--- config.mk ---
export PLATFORM = sky130hd
export DESIGN_NAME = vector_issue_queue
export DESIGN_NICKNAME = d
export VERILOG_FILES = /design/src/rtl/clownfish_config.sv /design/src/rtl/vec_iq_fifo.sv /design/src/rtl/vector_issue_queue.sv
export SDC_FILE = /design/constraint.sdc
export NUM_CORES = 1
export LEC_CHECK = 0
export ABC_CLOCK_PERIOD_IN_PS = 4400
export BUFFER_PORTS_ARGS = -buffer_cell sky130_fd_sc_hd__buf_4
export CAP_MARGIN = 10
export CORE_ASPECT_RATIO = 2
export CORE_MARGIN = 2
export CORE_UTILIZATION = 57
export DETAILED_ROUTE_END_ITERATION = 7
export GPL_TIMING_DRIVEN = 0
export HOLD_SLACK_MARGIN = 0.05
export PLACE_DENSITY_LB_ADDON = 0.2
export SYNTH_ARGS = -nofsm -noshare
export SYNTH_HDL_FRONTEND = slang
export SYNTH_SLANG_ARGS = --single-unit
--- constraint.sdc ---
create_clock -name clk -period 4.4 [get_ports clk]
set_input_delay 0.88 -clock clk [delete_from_list [all_inputs] [get_ports clk]]
set_output_delay 0.88 -clock clk [all_outputs]
set_load 0.005 [all_outputs]
--- src/rtl/clownfish_config.sv ---
// Shared vector config: field widths, opcodes, issue-queue entry and op
// classification used by the vector issue queue and its payload FIFO.
package clownfish_config;

  localparam int XLEN    = 32;
  localparam int VREG_W  = 5;
  localparam int VOP_W   = 6;
  localparam int ROB_W   = 6;
  localparam int PDEST_W = 7;
  localparam int VTYPE_W = 11;
  localparam int VL_W    = 8;

  localparam logic [VOP_W-1:0] VOP_ALU_MAX = 6'h12;
  localparam logic [VOP_W-1:0] VOP_VDIV    = 6'h13;
  localparam logic [VOP_W-1:0] VOP_VLOAD   = 6'h20;
  localparam logic [VOP_W-1:0] VOP_VSETVL  = 6'h3F;

  typedef struct packed {
    logic [VREG_W-1:0]  vs1;
    logic [VREG_W-1:0]  vs2;
    logic [VREG_W-1:0]  vd;
    logic [XLEN-1:0]    scalar;
    logic [VOP_W-1:0]   vec_op;
    logic [ROB_W-1:0]   rob_id;
    logic [PDEST_W-1:0] phys_dest;
    logic [VTYPE_W-1:0] vtype;
    logic [VL_W-1:0]    vl;
  } viq_entry_t;

  function automatic logic vop_writes_vd(input logic [VOP_W-1:0] op);
    return (op <= VOP_ALU_MAX) || (op == VOP_VDIV) || (op == VOP_VLOAD);
  endfunction

endpackage

--- src/rtl/vec_iq_fifo.sv ---
// Payload FIFO for the vector issue queue: push/pop/flush, head readout,
// occupancy count. Payload RAM is not reset.
module vec_iq_fifo
  import clownfish_config::*;
#(
  parameter int DEPTH = 4
) (
  input  logic                   clk,
  input  logic                   rst_n,
  input  logic                   push_i,
  input  logic                   pop_i,
  input  logic                   flush_i,
  input  viq_entry_t             data_i,
  output viq_entry_t             head_o,
  output logic [$clog2(DEPTH):0] count_o
);

  localparam int PW = $clog2(DEPTH);
  localparam int CW = PW + 1;

  logic [PW-1:0] rd_q, rd_d, wr_q, wr_d;
  logic [CW-1:0] cnt_q, cnt_d;
  viq_entry_t    mem_q [DEPTH];

  always_comb begin
    rd_d  = rd_q;
    wr_d  = wr_q;
    cnt_d = cnt_q;
    if (flush_i) begin
      rd_d  = '0;
      wr_d  = '0;
      cnt_d = '0;
    end else begin
      if (push_i) wr_d = wr_q + PW'(1);
      if (pop_i)  rd_d = rd_q + PW'(1);
      cnt_d = cnt_q + CW'(push_i) - CW'(pop_i);
    end
  end

  always_ff @(posedge clk or negedge rst_n) begin
    if (!rst_n) begin
      rd_q  <= '0;
      wr_q  <= '0;
      cnt_q <= '0;
    end else begin
      rd_q  <= rd_d;
      wr_q  <= wr_d;
      cnt_q <= cnt_d;
    end
  end

  always_ff @(posedge clk) begin
    if (push_i) mem_q[wr_q] <= data_i;
  end

  assign head_o  = mem_q[rd_q];
  assign count_o = cnt_q;

endmodule

--- src/rtl/vector_issue_queue.sv ---
// In-order vector issue queue with a vector-register busy scoreboard.
// Ports: disp_* (enqueue), issue_* (head to vector unit), wb_* (clear busy),
// flush_i, count_o (occupancy), busy_o (pending-write bitmap).
module vector_issue_queue
  import clownfish_config::*;
#(
  parameter int DEPTH = 4
) (
  input  logic                   clk,
  input  logic                   rst_n,
  input  logic                   disp_valid_i,
  output logic                   disp_ready_o,
  input  logic [VREG_W-1:0]      disp_vs1_i,
  input  logic [VREG_W-1:0]      disp_vs2_i,
  input  logic [VREG_W-1:0]      disp_vd_i,
  input  logic [XLEN-1:0]        disp_scalar_i,
  input  logic [VOP_W-1:0]       disp_vec_op_i,
  input  logic [ROB_W-1:0]       disp_rob_id_i,
  input  logic [PDEST_W-1:0]     disp_phys_dest_i,
  input  logic [VTYPE_W-1:0]     disp_vtype_i,
  input  logic [VL_W-1:0]        disp_vl_i,
  output logic                   issue_valid_o,
  input  logic                   issue_ready_i,
  output logic [VREG_W-1:0]      issue_vs1_o,
  output logic [VREG_W-1:0]      issue_vs2_o,
  output logic [VREG_W-1:0]      issue_vd_o,
  output logic [XLEN-1:0]        issue_scalar_o,
  output logic [VOP_W-1:0]       issue_vec_op_o,
  output logic [ROB_W-1:0]       issue_rob_id_o,
  output logic [PDEST_W-1:0]     issue_phys_dest_o,
  output logic [VTYPE_W-1:0]     issue_vtype_o,
  output logic [VL_W-1:0]        issue_vl_o,
  input  logic                   wb_valid_i,
  input  logic [VREG_W-1:0]      wb_vd_i,
  input  logic                   flush_i,
  output logic [$clog2(DEPTH):0] count_o,
  output logic [31:0]            busy_o
);

  localparam int CW = $clog2(DEPTH) + 1;

  viq_entry_t  din, head;
  logic        push, pop, hz_free, head_wr;
  logic [31:0] busy_q, busy_d;

  assign din = '{
    vs1: disp_vs1_i, vs2: disp_vs2_i, vd: disp_vd_i,
    scalar: disp_scalar_i, vec_op: disp_vec_op_i,
    rob_id: disp_rob_id_i, phys_dest: disp_phys_dest_i,
    vtype: disp_vtype_i, vl: disp_vl_i
  };

  assign disp_ready_o = count_o < CW'(DEPTH);
  assign push = disp_valid_i && disp_ready_o && !flush_i;
  assign head_wr = vop_writes_vd(head.vec_op);

  // vsetvl must drain every in-flight write before it changes vtype/vl
  always_comb begin
    if (head.vec_op == VOP_VSETVL) begin
      hz_free = (busy_q == '0);
    end else begin
      hz_free = !busy_q[head.vs1] && !busy_q[head.vs2] &&
                !(head_wr && busy_q[head.vd]);
    end
  end

  assign issue_valid_o = (count_o != '0) && !flush_i && hz_free;
  assign pop = issue_valid_o && issue_ready_i;

  // set after clear so an issuing writer wins over a same-bit writeback
  always_comb begin
    busy_d = busy_q;
    if (wb_valid_i) busy_d[wb_vd_i] = 1'b0;
    if (pop && head_wr) busy_d[head.vd] = 1'b1;
    if (flush_i) busy_d = '0;
  end

  always_ff @(posedge clk or negedge rst_n) begin
    if (!rst_n) busy_q <= '0;
    else        busy_q <= busy_d;
  end

  vec_iq_fifo #(.DEPTH(DEPTH)) u_fifo (
    .clk     (clk),
    .rst_n   (rst_n),
    .push_i  (push),
    .pop_i   (pop),
    .flush_i (flush_i),
    .data_i  (din),
    .head_o  (head),
    .count_o (count_o)
  );

  assign issue_vs1_o       = head.vs1;
  assign issue_vs2_o       = head.vs2;
  assign issue_vd_o        = head.vd;
  assign issue_scalar_o    = head.scalar;
  assign issue_vec_op_o    = head.vec_op;
  assign issue_rob_id_o    = head.rob_id;
  assign issue_phys_dest_o = head.phys_dest;
  assign issue_vtype_o     = head.vtype;
  assign issue_vl_o        = head.vl;
  assign busy_o            = busy_q;

endmodule
Word level (Yosys, flattened, before mapping)
Memories as Yosys holds them, arrays and structs flattened.
Index checks and enable logic that the tools add are counted.
- register bits: 39
- memories kept: 1
- input bits: 96
- RAM bits: 340
- output and inout port bits: 122
- reduce and logical (&&, ||, !) cells: 21
- eq/ne operators: 3
- bitwise operators: 3
- order comparisons: 8
- add/subtract/negate cells: 4
- mux-type cells: 21
- memory list (name ; depth ; width ; read ports ; clocked after Yosys merged registers in ; wr ports ; RTL line ; text):
    u_fifo.mem_q ; 4 ; 85 ; 1 ; 0 ; 1 ; vec_iq_fifo.sv:23 ; viq_entry_t mem_q [DEPTH];
- operator list (cell ; number):
    two-way mux 32 bit ; 3
    AND 32 bit ; 1
    logical NOT 32 bit ; 1
    inverter 32 bit ; 1
    OR 32 bit ; 1
    less-than comparator 5 x 6 -> 1 bit, second input constant ; 4
    binary-select mux 1 bit (select 5 bit) ; 3
    == test 6 bit, second input constant ; 2
    logical AND 1 bit ; 11
    demux 1 bit (select 5 bit) ; 2
    >= comparator 5 x 1 -> 1 bit, second input constant ; 2
    two-way mux 1 bit ; 8
    two-way mux 2 bit ; 4
    == test 6 x 5 -> 1 bit, second input constant ; 1
    <= comparator 6 x 5 -> 1 bit, second input constant ; 1
    adder 2 x 1 -> 2 bit, second input constant ; 2
    logical NOT 1 bit ; 4
    nonzero test 2 bit ; 2
    adder 3 x 1 -> 3 bit ; 1
    less-than comparator 3 bit, second input constant ; 1
    two-way mux 3 bit ; 1
    nonzero test 3 bit ; 1
    subtractor 3 x 1 -> 3 bit ; 1
    logical OR 1 bit ; 2

Longest topological paths before layout
An unclocked memory read counts as a cell.
- depth in word-level cells: 13
- depth in mapped cells: 19
- gate-level depth less buffers: 16

Modules after synthesis
Synthesis repeated with hierarchy kept, for this count alone.
- cells, all modules: 794
- area total of the unflattened synthesis: 15501.1 um^2
- modules (own cells, without submodules) (module ; times used ; cells an instance ; area each (um^2)):
    vec_iq_fifo ; 1 ; 481 ; 12680.9
    vector_issue_queue ; 1 ; 313 ; 2820.2

Worst setup path after synthesis
No wires, ideal clock.
- path type: register -> register
- start: register u_fifo.rd_q[0]
- end: register u_fifo.cnt_q[2] (netlist: u_fifo.count_o[2])
- arrival: 3769 ps
- cell stages (with the launch flop): 19
- setup slack: 503 ps
- buffers on the path: 3
- cell sequence: dfrtp_1 -> buf_6 -> buf_2 -> buf_2 -> mux4_2 -> nor2b_1 -> o2111ai_1 -> nand4_1 -> a222oi_1 -> nand2_1 -> inv_1 -> ha_1 -> inv_1 -> ha_1 -> inv_1 -> fa_1 -> xnor2_1 -> xnor2_1 -> nor2_1
- elaborated cells on any way between the ends: 24
- those cells by class: 1 x add/sub; 1 x order compare; 3 x eq/ne; 8 x mux; 10 x reduce/logical; 1 x memory
- RTL lines (element ; RTL line ; text):
    start: declaration ; vec_iq_fifo.sv:21 ; logic [PW-1:0] rd_q, rd_d, wr_q, wr_d;
    start signal: assignment ; vec_iq_fifo.sv:46 ; rd_q <= rd_d;
    memory (4 x 85 bit) ; - ;
    net issue_vs1_o[4] ; vector_issue_queue.sv:24 ; output logic [VREG_W-1:0] issue_vs1_o,
    binary-select mux 1 bit (select 5 bit) ; vector_issue_queue.sv:62 ; hz_free = !busy_q[head.vs1] && !busy_q[head.vs2] &&
    two-way mux 1 bit (implied by the code) ; vector_issue_queue.sv:62 ;
    logical NOT 1 bit ; vector_issue_queue.sv:62 ;
    logical AND 1 bit (2 in series) ; vector_issue_queue.sv:62 ;
    two-way mux 1 bit ; vector_issue_queue.sv:59 ; if (head.vec_op == VOP_VSETVL) begin
    logical AND 1 bit ; vector_issue_queue.sv:67 ; assign issue_valid_o = (count_o != '0) && !flush_i && hz_free;
    logical AND 1 bit ; vector_issue_queue.sv:68 ; assign pop = issue_valid_o && issue_ready_i;
    subtractor 3 x 1 -> 3 bit ; vec_iq_fifo.sv:36 ; cnt_d = cnt_q + CW'(push_i) - CW'(pop_i);
    two-way mux 3 bit ; vec_iq_fifo.sv:29 ; if (flush_i) begin
    net u_fifo.cnt_d[2] ; vec_iq_fifo.sv:22 ; logic [CW-1:0] cnt_q, cnt_d;
    end signal: assignment ; vec_iq_fifo.sv:48 ; cnt_q <= cnt_d;
    end: declaration ; vec_iq_fifo.sv:22 ;
The timed path passes the listed nets, and every way through them passes these cells. The select of a mux whose other input is x is not followed.
A chain may end at the register's enable or synchronous reset.

Worst setup path in the final report
- start: register u_fifo.rd_q[0]
- end: output issue_valid_o
- word-level cells in the longest chain between the ends: 9
- elaborated cells on any way between the ends: 21
- those cells by class: 1 x order compare; 3 x eq/ne; 7 x mux; 9 x reduce/logical; 1 x memory
- ends and longest elaborated chain (element ; RTL line ; text):
    memory (4 x 85 bit) (*) ; - ;
    <= comparator 6 x 5 -> 1 bit / == test 6 x 5 -> 1 bit (equally long branches) ; clownfish_config.sv:31 ; return (op <= VOP_ALU_MAX) || (op == VOP_VDIV) || (op == VOP_VLOAD);
    logical OR 1 bit (2 in series) ; clownfish_config.sv:31 ;
    logical AND 1 bit ; vector_issue_queue.sv:63 ; !(head_wr && busy_q[head.vd]);
    logical NOT 1 bit ; vector_issue_queue.sv:63 ;
    logical AND 1 bit ; vector_issue_queue.sv:62 ;
    two-way mux 1 bit (*) ; vector_issue_queue.sv:59 ;
    logical AND 1 bit (*) ; vector_issue_queue.sv:67 ;
    end: declaration ; vector_issue_queue.sv:22 ; output logic issue_valid_o,
Every way passes the cells marked *; elsewhere a longest branch is shown, timed or not. The select of a mux whose other input is x is not followed.

==> flow_summary.yaml <==
final_layout:
  syn_to_final_growth_pct: 21.61
  drive_above_1_share_pct: 38.83
  final_nets: 1211
  fillers: 1787
  final_area_mm2: 0.01905
route:
  first_pass_iters: 5
  drc: 0
  drtAntennaViolNets: 0
  wl_per_cell_um: 24.81
  via_count: 8889
  totalWireLength_um: 36820
  drt_iter0_drc: 564
  via_per_inst: 5.990
critical_path:
  r2r_start: "u_fifo.rd_q[0]"
  worstPathRequired_ns: 3.52
  arrival_ns: 3.49
  cp_cell_sequence: "buf_6 > mux4_2 > buf_8 > mux2_4 > or3_1 > nand4_1 > nand4_1 > a222oi_1 > buf_4 > nand2_8 > nor2_4 > buf_6"
  critPathCapture: "issue_valid_o"
  critical-path-top-delay-family: "multiplexers"
  r2r_slack_ns: 0.21
  path_class: "reg2out"
  path_buf_inv: 4
  worstSetupEndpointType: "output pin"
  r2r_cells: 20
  r2r-end: "u_fifo.count_o[2]"
  crit_path_max_fanout: 8
  startpoint: "u_fifo.rd_q[0]"
  max_stage_delay_ns: 0.52
  path_depth: 12
  crit_path_start_kind: "flop"
  cp_slowest_cell: "mux4_2"
place:
  preCtsSetupSlack_ns: -0.3476
  io_buffer_count: 217
  placed_area_mm2: 0.01785
  dpl.hpwl_um: 25200
  gp_congestion: 0.9644
sta:
  min_period_ns: 4.368
  setup_viol: 0
  hold_ws_ns: 0.3072
  max_freq_ghz: 0.2289
  fin_crit_sh_pct: 99.28
  setup_tns_ns: 0
  tightest_slew_ns: 0.8495
  rsz0062_at_grt: "true"
  finalMaxSlewViolations: 0
  layout_setup_ws_ns: 0.03188
  skew_ns: 0.02014
  slew_headroom_pct: 43.36
  hold_viol: 0
synth:
  synthArstFlopShare_pct: 10.29
  synth_cell_types: 52
  ys.flop_type: "edfxtp_1"
  postSynthAreaPerCell_um2: 18.51
  yosys-mux-area-fraction_pct: 15.90
  synth_nets: 949
  ys_ff_latch: 379
  synth_edf_count: 340
  ys_seq_area_share_pct: 71.42
  yosysWarnings: 0
  synth_compound_area_share_pct: 3.835
  synthSimpleGateAreaFrac_pct: 6.327
  synth_area_mm2: 0.01566
  synth.top_cells.by_area: "edfxtp_1, mux4_2, dfrtp_1"
  synth_top_family_by_area: "multiplexers"
  synth-adder-area-share_pct: 0.6072
  yosysTopAreaCell: "edfxtp_1"
  synth_xor_area_share_pct: 0.1678
  synthCells: 846
  synth_top_area_share_pct: 65.19
grt:
  antenna_found_initial: 3
  grt_pass1_vias: 9186
  grtUsageTotal_pct: 25.72
  overflow: 0
  grt_pass1_wl_um: 54410
  grt_max_degree: 50
clock_tree:
  ctsHoldBuffers: 0
  cts_buffer_depth: 3
  htree_levels: 1
  clkLatencyLatePin_ns: 0.57
  cts_inserted_buffers: 31
  cts_tree: "built"
  path_clk_slew_ns: 0.07
  root_buffer: "clkbuf_16"
  cts_num_sinks: 379
die:
  coreArea_mm2: 0.02701
  fp.dieH_um: 238.4
  die_w_um: 121.2
  boundaryPins: 218
  row_count: 85
  die-area_mm2: 0.02890
  floorplan.initialDensity_pct: 57.98
job:
  max-cap-violations: 0
hold_path:
  hold_class: "in2async"
power:
  vdd_drop_max_mv: 0.4334
  leakage_nw: 6.705
  powerDensity_mw_per_mm2: 491.6
run_status:
  status: "finished, final reports clean"
synthesized netlist by cell type, types with 9 or more instances:
| library cell | number |
|---|---|
| inv_1 | 12 |
| nor2_1 | 22 |
| nor4_1 | 9 |
| buf_1 | 9 |
| mux2i_1 | 47 |
| dfrtp_1 | 39 |
| nand3b_1 | 23 |
| buf_2 | 14 |
| mux4_2 | 86 |
| nand3_1 | 38 |
| nor2b_1 | 27 |
| nand2_1 | 23 |
| clkbuf_1 | 18 |
| edfxtp_1 | 340 |
| o21ai_2 | 29 |
| o21ai_0 | 21 |
kinds of logic (layout without fill, tap and decap cells):
kind of cell | Yosys count | in the layout
simple gates | 177 | 177
mux | 140 | 140
compound gates | 82 | 82
xor+xnor | 3 | 3
flops | 379 | 379
buf+inv | 58 | 345
other cells | 0 | 3
fa+ha+maj | 7 | 7
cells in the final DEF, fill, tap and decap left out, types with 5 or more instances in the layout:
cell       instances
nand2b_1           6
buf_6              6
nand2_1           22
edfxtp_1         340
buf_2              6
inv_1             12
mux4_2            86
o21ai_2           29
ha_1               6
mux2_2             6
o21ai_0           21
clkbuf_1          21
buf_4            234
nor2_1            21
buf_1              8
clkbuf_8           5
nor2b_1           27
nor3b_1            6
nand3_1           38
nor4_1             9
o22ai_1            6
clkinv_2           6
clkbuf_16         31
nand3b_1          23
mux2i_1           47
dfrtp_1           38
registers in the layout, indices dropped and copies added, names as in the netlist:
name,flops
u_fifo.wr_q,2
u_fifo.count_o,3
busy_o,32
u_fifo.mem_q,340
u_fifo.rd_q,2
final cells by class:
type                       instances  area (um^2)  area share, %
sequential                       379        11190          58.74
timing repair buffer             235         1848          9.703
multi-input combinational        409         4269          22.41
tap                              348        435.4          2.286
antenna                            3        7.507        0.03942
inverter                          12        45.04         0.2365
clock inverter                    16        163.9         0.8606
buffer                            40        222.7          1.169
clock buffer                      42        867.1          4.553
per-layer routing:
layer | share of wire, % | GRT usage [%]
met1 | 34 | 28.34
met4 | 6.4 | 15.26
met2 | 54 | 45.64
met3 | 5.7 | 4.756
met5 | 0 | 0
metrics by stage:
step / power (mW) / utilization [%] / std cells
after floorplan: 5.640 / - / 846
after global placement: 6.544 / 65.62 / 1411
after detailed placement: 6.563 / 66.06 / 1415
after CTS: 9.434 / 70.27 / 1477
after global routing: 9.724 / 70.50 / 1484
final: 9.363 / 70.50 / 1484
worst min-delay path by stage:
stage / to / slack (ns) / cells after the start
after global routing: busy_o[9] / 0.33 / 1
after floorplan: u_fifo.wr_q[0] / 0.56 / 2
after CTS: u_fifo.rd_q[0] / 0.30 / 1
final: busy_o[14] / 0.31 / 1
after global placement: u_fifo.wr_q[0] / 0.60 / 2
after detailed placement: u_fifo.wr_q[0] / 0.62 / 2
power breakdown:
part,internal [mW],switching (mW)
clock,1.56,1.20
combinational,1.17,1.23
sequential,4.14,0.0585
worst register-to-register path: cells and delay by family (launching register included):
family	cells	cell delay [ns]
AO/OA/AOI/OAI	1	0.41
multiplexers	2	0.82
buffers and inverters	7	0.78
XOR/XNOR	2	0.32
AND/OR/NAND/NOR	5	0.70
adder cells (fa/ha/maj)	3	0.68
flip-flops	1	0.34
repair_timing:
action	4_1_cts	5_1_grt
endpoints found under the setup margin	42	14
resized for setup	19	9
gates cloned	0	0
setup buffers	7	7
pin swaps	2	4
Note: power is estimated with default switching activity, not from simulation.
